$ cat config.mk
export PLATFORM = sky130hd
export DESIGN_NAME = fridge_ctrl_multi_flat
export DESIGN_NICKNAME = d
export VERILOG_FILES = /design/src/rtl/fridge_ctrl_multi_if.sv /design/src/rtl/fridge_ctrl_multi.sv /design/src/flat_wrapper.sv
export SDC_FILE = /design/constraint.sdc
export NUM_CORES = 1
export LEC_CHECK = 0
export ABC_CLOCK_PERIOD_IN_PS = 2290
export CAP_MARGIN = 20
export CORE_UTILIZATION = 49
export DETAILED_ROUTE_END_ITERATION = 7
export PLACE_DENSITY_LB_ADDON = 0.1
export SYNTH_ARGS = -nofsm -noshare
export SYNTH_HDL_FRONTEND = slang
export SYNTH_SLANG_ARGS = --single-unit
$ cat constraint.sdc
create_clock -name clk -period 2.29 [get_ports clk]
set_input_delay 0.458 -clock clk [delete_from_list [all_inputs] [get_ports clk]]
set_output_delay 0.458 -clock clk [all_outputs]
set_load 0.01 [all_outputs]
$ cat src/rtl/fridge_ctrl_multi_if.sv
// Bus bundle between the selector front end / sensors and the multi-compartment
// fridge controller. The master drives the inputs and the slave is the controller.
interface fridge_ctrl_multi_if #(
    parameter int unsigned N_COMP = 4,
    parameter int unsigned W      = 5,
    parameter int unsigned SEL_W  = 2
);
    // Front-end controls and sensors
    logic                pwr;
    logic [SEL_W-1:0]    sel;
    logic [1:0]          fld;
    logic                wr_en;
    logic [W-1:0]        wr_data;
    logic [N_COMP*W-1:0] temp_in;
    logic [N_COMP-1:0]   door;

    // Controller status and drive outputs
    logic [N_COMP*W-1:0] setpt;
    logic [N_COMP*W-1:0] cap;
    logic [N_COMP-1:0]   cool_on;
    logic [N_COMP-1:0]   comp_pwr;
    logic [N_COMP-1:0]   alarm;
    logic                wr_ack;

    modport master (
        output pwr, sel, fld, wr_en, wr_data, temp_in, door,
        input  setpt, cap, cool_on, comp_pwr, alarm, wr_ack
    );

    modport slave (
        input  pwr, sel, fld, wr_en, wr_data, temp_in, door,
        output setpt, cap, cool_on, comp_pwr, alarm, wr_ack
    );
endinterface

$ cat src/rtl/fridge_ctrl_multi.sv
// Multi-compartment fridge controller. Each compartment has a register file
// (setpoint, capacity, enable), a hysteretic compressor FSM with a minimum-off
// lockout, and a door-open alarm timer. All outputs are registered.
module fridge_ctrl_multi #(
    parameter int unsigned N_COMP     = 4,
    parameter int unsigned W          = 5,
    parameter int unsigned SEL_W      = 2,
    parameter int unsigned HYST       = 2,
    parameter int unsigned MIN_OFF    = 8,
    parameter int unsigned DOOR_LIMIT = 16,
    parameter int unsigned DEF_SETPT  = 4
) (
    input  logic               clk,
    input  logic               rst_n,
    fridge_ctrl_multi_if.slave bus
);

    localparam int unsigned NSEL    = 1 << SEL_W;
    localparam int unsigned TW      = W + 1;
    localparam int unsigned LK_W    = (MIN_OFF > 1) ? $clog2(MIN_OFF) : 1;
    localparam int unsigned LK_INIT = (MIN_OFF > 0) ? (MIN_OFF - 1) : 0;
    localparam int unsigned DC_W    = (DOOR_LIMIT > 0) ? $clog2(DOOR_LIMIT + 1) : 1;

    localparam logic [1:0] FLD_SETPT = 2'b00;
    localparam logic [1:0] FLD_CAP   = 2'b01;
    localparam logic [1:0] FLD_EN    = 2'b10;
    localparam logic [1:0] FLD_RSVD  = 2'b11;

    typedef enum logic [1:0] {
        S_OFF  = 2'd0,
        S_IDLE = 2'd1,
        S_COOL = 2'd2,
        S_LOCK = 2'd3
    } state_e;

    // Register file
    logic [W-1:0]      setpt_q [N_COMP];
    logic [W-1:0]      cap_q   [N_COMP];
    logic [N_COMP-1:0] en_q;
    logic              wr_ack_q;

    // Per-compartment control state
    state_e            st_q    [N_COMP];
    logic [LK_W-1:0]   lk_q    [N_COMP];
    logic [DC_W-1:0]   dc_q    [N_COMP];
    logic [N_COMP-1:0] cool_q;
    logic [N_COMP-1:0] cpwr_q;
    logic [N_COMP-1:0] alarm_q;

    // Combinational decode
    logic [NSEL-1:0]   sel_valid_c;
    logic              wr_ok_c;
    logic [W-1:0]      temp_c  [N_COMP];
    logic [N_COMP-1:0] powered_c;
    logic [N_COMP-1:0] hot_c;
    logic [N_COMP-1:0] cold_c;

    // Selector codes that map onto an existing compartment
    for (genvar i = 0; i < NSEL; i++) begin : g_sel
        assign sel_valid_c[i] = (i < N_COMP);
    end

    // A write needs power, an existing compartment and a defined field
    assign wr_ok_c = bus.wr_en & bus.pwr & sel_valid_c[bus.sel] & (bus.fld != FLD_RSVD);

    // Per-compartment power and hysteresis comparisons; the upper threshold is
    // one bit wider than the temperature so a high setpoint never wraps
    always_comb begin
        for (int unsigned k = 0; k < N_COMP; k++) begin
            temp_c[k]    = bus.temp_in[k*W +: W];
            powered_c[k] = bus.pwr & en_q[k];
            hot_c[k]     = {1'b0, temp_c[k]} > ({1'b0, setpt_q[k]} + TW'(HYST));
            cold_c[k]    = temp_c[k] <= setpt_q[k];
        end
    end

    // Register file writes and the one-cycle write acknowledge
    always_ff @(posedge clk or negedge rst_n) begin
        if (!rst_n) begin
            for (int unsigned k = 0; k < N_COMP; k++) begin
                setpt_q[k] <= W'(DEF_SETPT);
                cap_q[k]   <= '0;
            end
            en_q     <= '0;
            wr_ack_q <= 1'b0;
        end else begin
            wr_ack_q <= wr_ok_c;
            for (int unsigned k = 0; k < N_COMP; k++) begin
                if (wr_ok_c && (bus.sel == SEL_W'(k))) begin
                    case (bus.fld)
                        FLD_SETPT: setpt_q[k] <= bus.wr_data;
                        FLD_CAP:   cap_q[k]   <= bus.wr_data;
                        FLD_EN:    en_q[k]    <= bus.wr_data[0];
                        default:   ;
                    endcase
                end
            end
        end
    end

    // Compressor FSMs with registered drive; loss of power or enable wins
    always_ff @(posedge clk or negedge rst_n) begin
        if (!rst_n) begin
            for (int unsigned k = 0; k < N_COMP; k++) begin
                st_q[k] <= S_OFF;
                lk_q[k] <= '0;
            end
            cool_q <= '0;
        end else begin
            for (int unsigned k = 0; k < N_COMP; k++) begin
                if (!powered_c[k]) begin
                    st_q[k]   <= S_OFF;
                    lk_q[k]   <= '0;
                    cool_q[k] <= 1'b0;
                end else begin
                    case (st_q[k])
                        S_OFF: begin
                            st_q[k]   <= S_IDLE;
                            cool_q[k] <= 1'b0;
                        end
                        S_IDLE: begin
                            if (hot_c[k]) begin
                                st_q[k]   <= S_COOL;
                                cool_q[k] <= 1'b1;
                            end else begin
                                cool_q[k] <= 1'b0;
                            end
                        end
                        S_COOL: begin
                            if (cold_c[k]) begin
                                cool_q[k] <= 1'b0;
                                if (MIN_OFF == 0) begin
                                    st_q[k] <= S_IDLE;
                                end else begin
                                    st_q[k] <= S_LOCK;
                                    lk_q[k] <= LK_W'(LK_INIT);
                                end
                            end else begin
                                cool_q[k] <= 1'b1;
                            end
                        end
                        S_LOCK: begin
                            cool_q[k] <= 1'b0;
                            if (lk_q[k] == '0) begin
                                st_q[k] <= S_IDLE;
                            end else begin
                                lk_q[k] <= lk_q[k] - LK_W'(1);
                            end
                        end
                        default: begin
                            st_q[k]   <= S_OFF;
                            cool_q[k] <= 1'b0;
                        end
                    endcase
                end
            end
        end
    end

    // Door timers (saturating) with alarm at the limit, plus compartment power status
    always_ff @(posedge clk or negedge rst_n) begin
        if (!rst_n) begin
            for (int unsigned k = 0; k < N_COMP; k++) begin
                dc_q[k] <= '0;
            end
            alarm_q <= '0;
            cpwr_q  <= '0;
        end else begin
            cpwr_q <= powered_c;
            for (int unsigned k = 0; k < N_COMP; k++) begin
                if (powered_c[k] && bus.door[k]) begin
                    if (dc_q[k] == DC_W'(DOOR_LIMIT)) begin
                        alarm_q[k] <= 1'b1;
                    end else begin
                        dc_q[k]    <= dc_q[k] + DC_W'(1);
                        alarm_q[k] <= (dc_q[k] == DC_W'(DOOR_LIMIT - 1));
                    end
                end else begin
                    dc_q[k]    <= '0;
                    alarm_q[k] <= 1'b0;
                end
            end
        end
    end

    // Flatten per-compartment registers onto the output buses
    always_comb begin
        bus.setpt = '0;
        bus.cap   = '0;
        for (int unsigned k = 0; k < N_COMP; k++) begin
            bus.setpt[k*W +: W] = setpt_q[k];
            bus.cap[k*W +: W]   = cap_q[k];
        end
    end

    assign bus.cool_on  = cool_q;
    assign bus.comp_pwr = cpwr_q;
    assign bus.alarm    = alarm_q;
    assign bus.wr_ack   = wr_ack_q;

endmodule

$ cat src/flat_wrapper.sv
// flat-port wrapper written by rule: the top's interface ports become plain ports
module fridge_ctrl_multi_flat 
#(
    parameter int unsigned N_COMP     = 4,
    parameter int unsigned W          = 5,
    parameter int unsigned SEL_W      = 2,
    parameter int unsigned HYST       = 2,
    parameter int unsigned MIN_OFF    = 8,
    parameter int unsigned DOOR_LIMIT = 16,
    parameter int unsigned DEF_SETPT  = 4
)
  (clk, rst_n, bus_pwr, bus_sel, bus_fld, bus_wr_en, bus_wr_data, bus_temp_in, bus_door, bus_setpt, bus_cap, bus_cool_on, bus_comp_pwr, bus_alarm, bus_wr_ack);
  fridge_ctrl_multi_if #(.N_COMP(N_COMP), .W(W), .SEL_W(SEL_W)) bus_i ();
  input  logic clk;
  input  logic rst_n;
  input wire logic [$bits(bus_i.pwr)-1:0] bus_pwr;
  input wire logic [$bits(bus_i.sel)-1:0] bus_sel;
  input wire logic [$bits(bus_i.fld)-1:0] bus_fld;
  input wire logic [$bits(bus_i.wr_en)-1:0] bus_wr_en;
  input wire logic [$bits(bus_i.wr_data)-1:0] bus_wr_data;
  input wire logic [$bits(bus_i.temp_in)-1:0] bus_temp_in;
  input wire logic [$bits(bus_i.door)-1:0] bus_door;
  output wire logic [$bits(bus_i.setpt)-1:0] bus_setpt;
  output wire logic [$bits(bus_i.cap)-1:0] bus_cap;
  output wire logic [$bits(bus_i.cool_on)-1:0] bus_cool_on;
  output wire logic [$bits(bus_i.comp_pwr)-1:0] bus_comp_pwr;
  output wire logic [$bits(bus_i.alarm)-1:0] bus_alarm;
  output wire logic [$bits(bus_i.wr_ack)-1:0] bus_wr_ack;
  assign bus_i.pwr = bus_pwr;
  assign bus_i.sel = bus_sel;
  assign bus_i.fld = bus_fld;
  assign bus_i.wr_en = bus_wr_en;
  assign bus_i.wr_data = bus_wr_data;
  assign bus_i.temp_in = bus_temp_in;
  assign bus_i.door = bus_door;
  assign bus_setpt = bus_i.setpt;
  assign bus_cap = bus_i.cap;
  assign bus_cool_on = bus_i.cool_on;
  assign bus_comp_pwr = bus_i.comp_pwr;
  assign bus_alarm = bus_i.alarm;
  assign bus_wr_ack = bus_i.wr_ack;
  fridge_ctrl_multi #(.N_COMP(N_COMP), .W(W), .SEL_W(SEL_W), .HYST(HYST), .MIN_OFF(MIN_OFF), .DOOR_LIMIT(DOOR_LIMIT), .DEF_SETPT(DEF_SETPT)) u_core (.clk(clk), .rst_n(rst_n), .bus(bus_i));
endmodule
==> flow_metrics.env <==
export IMPL_status="finished clean"
export IMPL_synth_ff_type="dfrtp_1"
export IMPL_first_pass_iters=4
export IMPL_grt_pass1_vias=4583
export IMPL_ys_top_cells_by_area="dfrtp_1 (40%), ha_1 (16%), mux2_2 (8.6%)"
export IMPL_clkTransAtPathRegs_ns=0.07
export IMPL_power_density_mw_per_mm2=725
export IMPL_syn_inst=541
export IMPL_hp_class="in -> async"
export IMPL_grtUsageTotal=0.216
export IMPL_max_slew_margin=0.631
export IMPL_drcViolationCount=0
export IMPL_max_slew_worst_pin_slew_ns=0.554
export IMPL_synthToLayoutAreaGrowth_pct=30.7
export IMPL_cts_sinks=97
export IMPL_fillers=933
export IMPL_arrival_ns=2.55
export IMPL_leakagePower_nw=3.35
export IMPL_grt_overflow=0
export IMPL_fin_worst_skew_ns=0.00564
export IMPL_synth_distinct_cells=52
export IMPL_via_count=4384
export IMPL_crit_fanout=4
export IMPL_port_buffers=89
export IMPL_tritoncts="done"
export IMPL_finalCriticalPeriod_ns=2.28
export IMPL_h_tree_depth=3
export IMPL_drtAntennaViolNets=0
export IMPL_design_core_area_mm2=0.0114
export IMPL_synth_area_mm2=0.00576
export IMPL_p_int_mw=3.85
export IMPL_hold_viol=0
export IMPL_die_y_um=110
export IMPL_die_area_mm2=0.0122
export IMPL_dieWidth_um=110
export IMPL_crit_type="reg -> reg"
export IMPL_drt_iter0_drc=215
export IMPL_async_flop_share=1.00
export IMPL_p_total_mw=5.45
export IMPL_grt_max_degree=45
export IMPL_drive_gt1_frac=0.206
export IMPL_fin_tns_setup_ns=0
export IMPL_setup_viol=0
export IMPL_synthTopCellsByCount="dfrtp_1 (93), ha_1 (72), inv_1 (59)"
export IMPL_wl_per_cell_um=15.7
export IMPL_synth_area_per_cell_um2=10.6
export IMPL_required_ns=2.56
export IMPL_start_util=0.504
export IMPL_viasPerCell=5.43
export IMPL_insertion_delay_ns=0.34
export IMPL_gp_congestion=0.807
export IMPL_power_share_clock=0.306
export IMPL_yosys_area_top_type="dfrtp_1"
export IMPL_nets=768
export IMPL_rows=39
export IMPL_ys_seq_area_frac=0.422
export IMPL_ys_seq_elements=97
export IMPL_synth_nets=650
export IMPL_yosysWarningCount=0
export IMPL_drt_total_wl_mm=12.7
export IMPL_rsz0062_at_grt="true"
export IMPL_power_frac_comb=0.310
export IMPL_use_met3=0.0554
export IMPL_irDropWorstVdd_v=0.000524
export IMPL_diodes=0
export IMPL_synth_edff_count=0
export IMPL_busiest_layer="met2"
export IMPL_fmax_mhz=438
export IMPL_grt_pass1_wl_mm=21.3
export IMPL_grt_use_met2=0.347
export IMPL_p_sw_mw=1.61
export IMPL_end_kind="flip-flop"
export IMPL_use_met1=0.286
export IMPL_p_sw_frac=0.294
export IMPL_maxSlewViolCount=0
export IMPL_ios=90
export IMPL_antenna_found_initial=0
export IMPL_hold_buffers=0
export IMPL_max_cap_viol_count=0
export IMPL_cts_max_path_buffers=2
export IMPL_seqPwrFrac=0.384
export IMPL_yosysMostFrequentCell="dfrtp_1"
export IMPL_cts_root_buffer="clkbuf_16"
export IMPL_dp_hpwl_mm=9.14
export IMPL_startpoint_type="flip-flop"
export IMPL_cts_made_buffers=9
export IMPL_netlist_area_leader_share=0.404
export IMPL_finalCritPeriodShare=0.996
routing by layer:
layer	share of wire	up-vias
met4	0.0099	0
met5	0	-
met3	0.048	12
met2	0.47	86
met1	0.47	2150
li1	-	2136
kinds of logic after synthesis:
logic type,count (synthesis),synth area share
and+or+nand+nor,164,0.153
DFF,97,0.422
buffers and inverters,60,0.0391
muxes,53,0.102
xor gates and xnor gates,14,0.0213
AOI/OAI and AO/OA,81,0.106
adders and majority gates,72,0.156
critical path, cell delays in order (launching register included):
cell	delay [ns]
dfstp_2	0.60
nand3_2	0.11
xnor2_2	0.16
ha_1	0.31
and3_4	0.16
a32oi_2	0.19
o21ai_2	0.10
a221oi_2	0.36
mux2i_1	0.21
power groups by stage:
stage	combinational [mW]	clock, mW	sequential (mW)
2_1_floorplan	0.738	0	2.15
3_3_place_gp	1.45	0	2.10
3_5_place_dp	1.49	0	2.10
4_1_cts	1.52	1.70	2.07
5_1_grt	1.87	1.76	2.13
6_report	1.69	1.67	2.10
layout make-up:
class                           instances  area [um^2]  share of cell area
Multi-Input combinational cell        384         3320               0.441
Clock inverter                          4         75.1             0.00997
Inverter                               59          221              0.0294
Clock buffer                           12          256              0.0341
Sequential cell                        97         2430               0.323
Timing Repair Buffer                  108         1040               0.139
Tap cell                              143          179              0.0238
timing repair:
| item | CTS | global route |
|---|---|---|
| setup endpoints to repair | 4 | 8 |
| pin swaps | 1 | 19 |
| gates resized for setup | 2 | 34 |
| buffers inserted | 1 | 3 |
registers in the layout, indices dropped and copies added (netlist names):
| name | count |
|---|---|
| u_core.bus.cool_on | 4 |
| u_core.bus.alarm | 4 |
| u_core.st_q | 8 |
| u_core.dc_q | 20 |
| u_core.bus.comp_pwr | 4 |
| u_core.lk_q | 12 |
| u_core.bus.cap | 20 |
| u_core.en_q | 4 |
| u_core.bus.setpt | 20 |
| u_core.bus.wr_ack | 1 |
through the flow:
step,hold WS [ns],instance area (um^2),utilization,setup WS [ns],instances
floorplan,0.162,5760,-,0.123,541
global placement,0.486,6950,0.608,-0.0638,787
detailed placement,0.495,6950,0.608,-0.128,787
CTS,0.128,7290,0.638,0.00750,804
global route,0.149,7530,0.659,-0.117,807
finish,0.101,7530,0.659,0.00877,807
final timing paths:
kind	start	endpoint	slack (ns)	cells past startpoint
min	rst_n	u_core.st_q[2]	0.10	1
min reg2reg	u_core.bus.cap[16]	u_core.bus.cap[16]	0.51	1
min in group clk	u_core.bus.cap[16]	u_core.bus.cap[16]	0.51	1
max	u_core.bus.setpt[17]	u_core.st_q[1]	0.009	8
max in group asynchronous	rst_n	u_core.bus.setpt[17]	1.50	2
max reg2reg	u_core.bus.setpt[17]	u_core.st_q[1]	0.009	8
cells in the final DEF, fill, tap and decap left out, drive strengths merged, types with 4 or more instances in the layout:
cell	netlist	layout
a21o	6	6
nand4	7	7
and3	11	11
xnor2	9	9
clkdlybuf4s50	0	88
a31o	4	4
ha	72	72
xor2	5	5
buf	0	20
nand3	20	20
o21ai	11	11
inv	59	59
mux2	44	44
or2	8	8
dfstp	4	4
nand2b	7	7
dfrtp	93	93
nand2	37	37
a211oi	6	6
nor3b	6	6
nor2	39	39
mux2i	9	9
clkbuf	1	12
a21oi	25	25
nor3	13	13
o21bai	4	4
(Power assumes the default switching activity.)
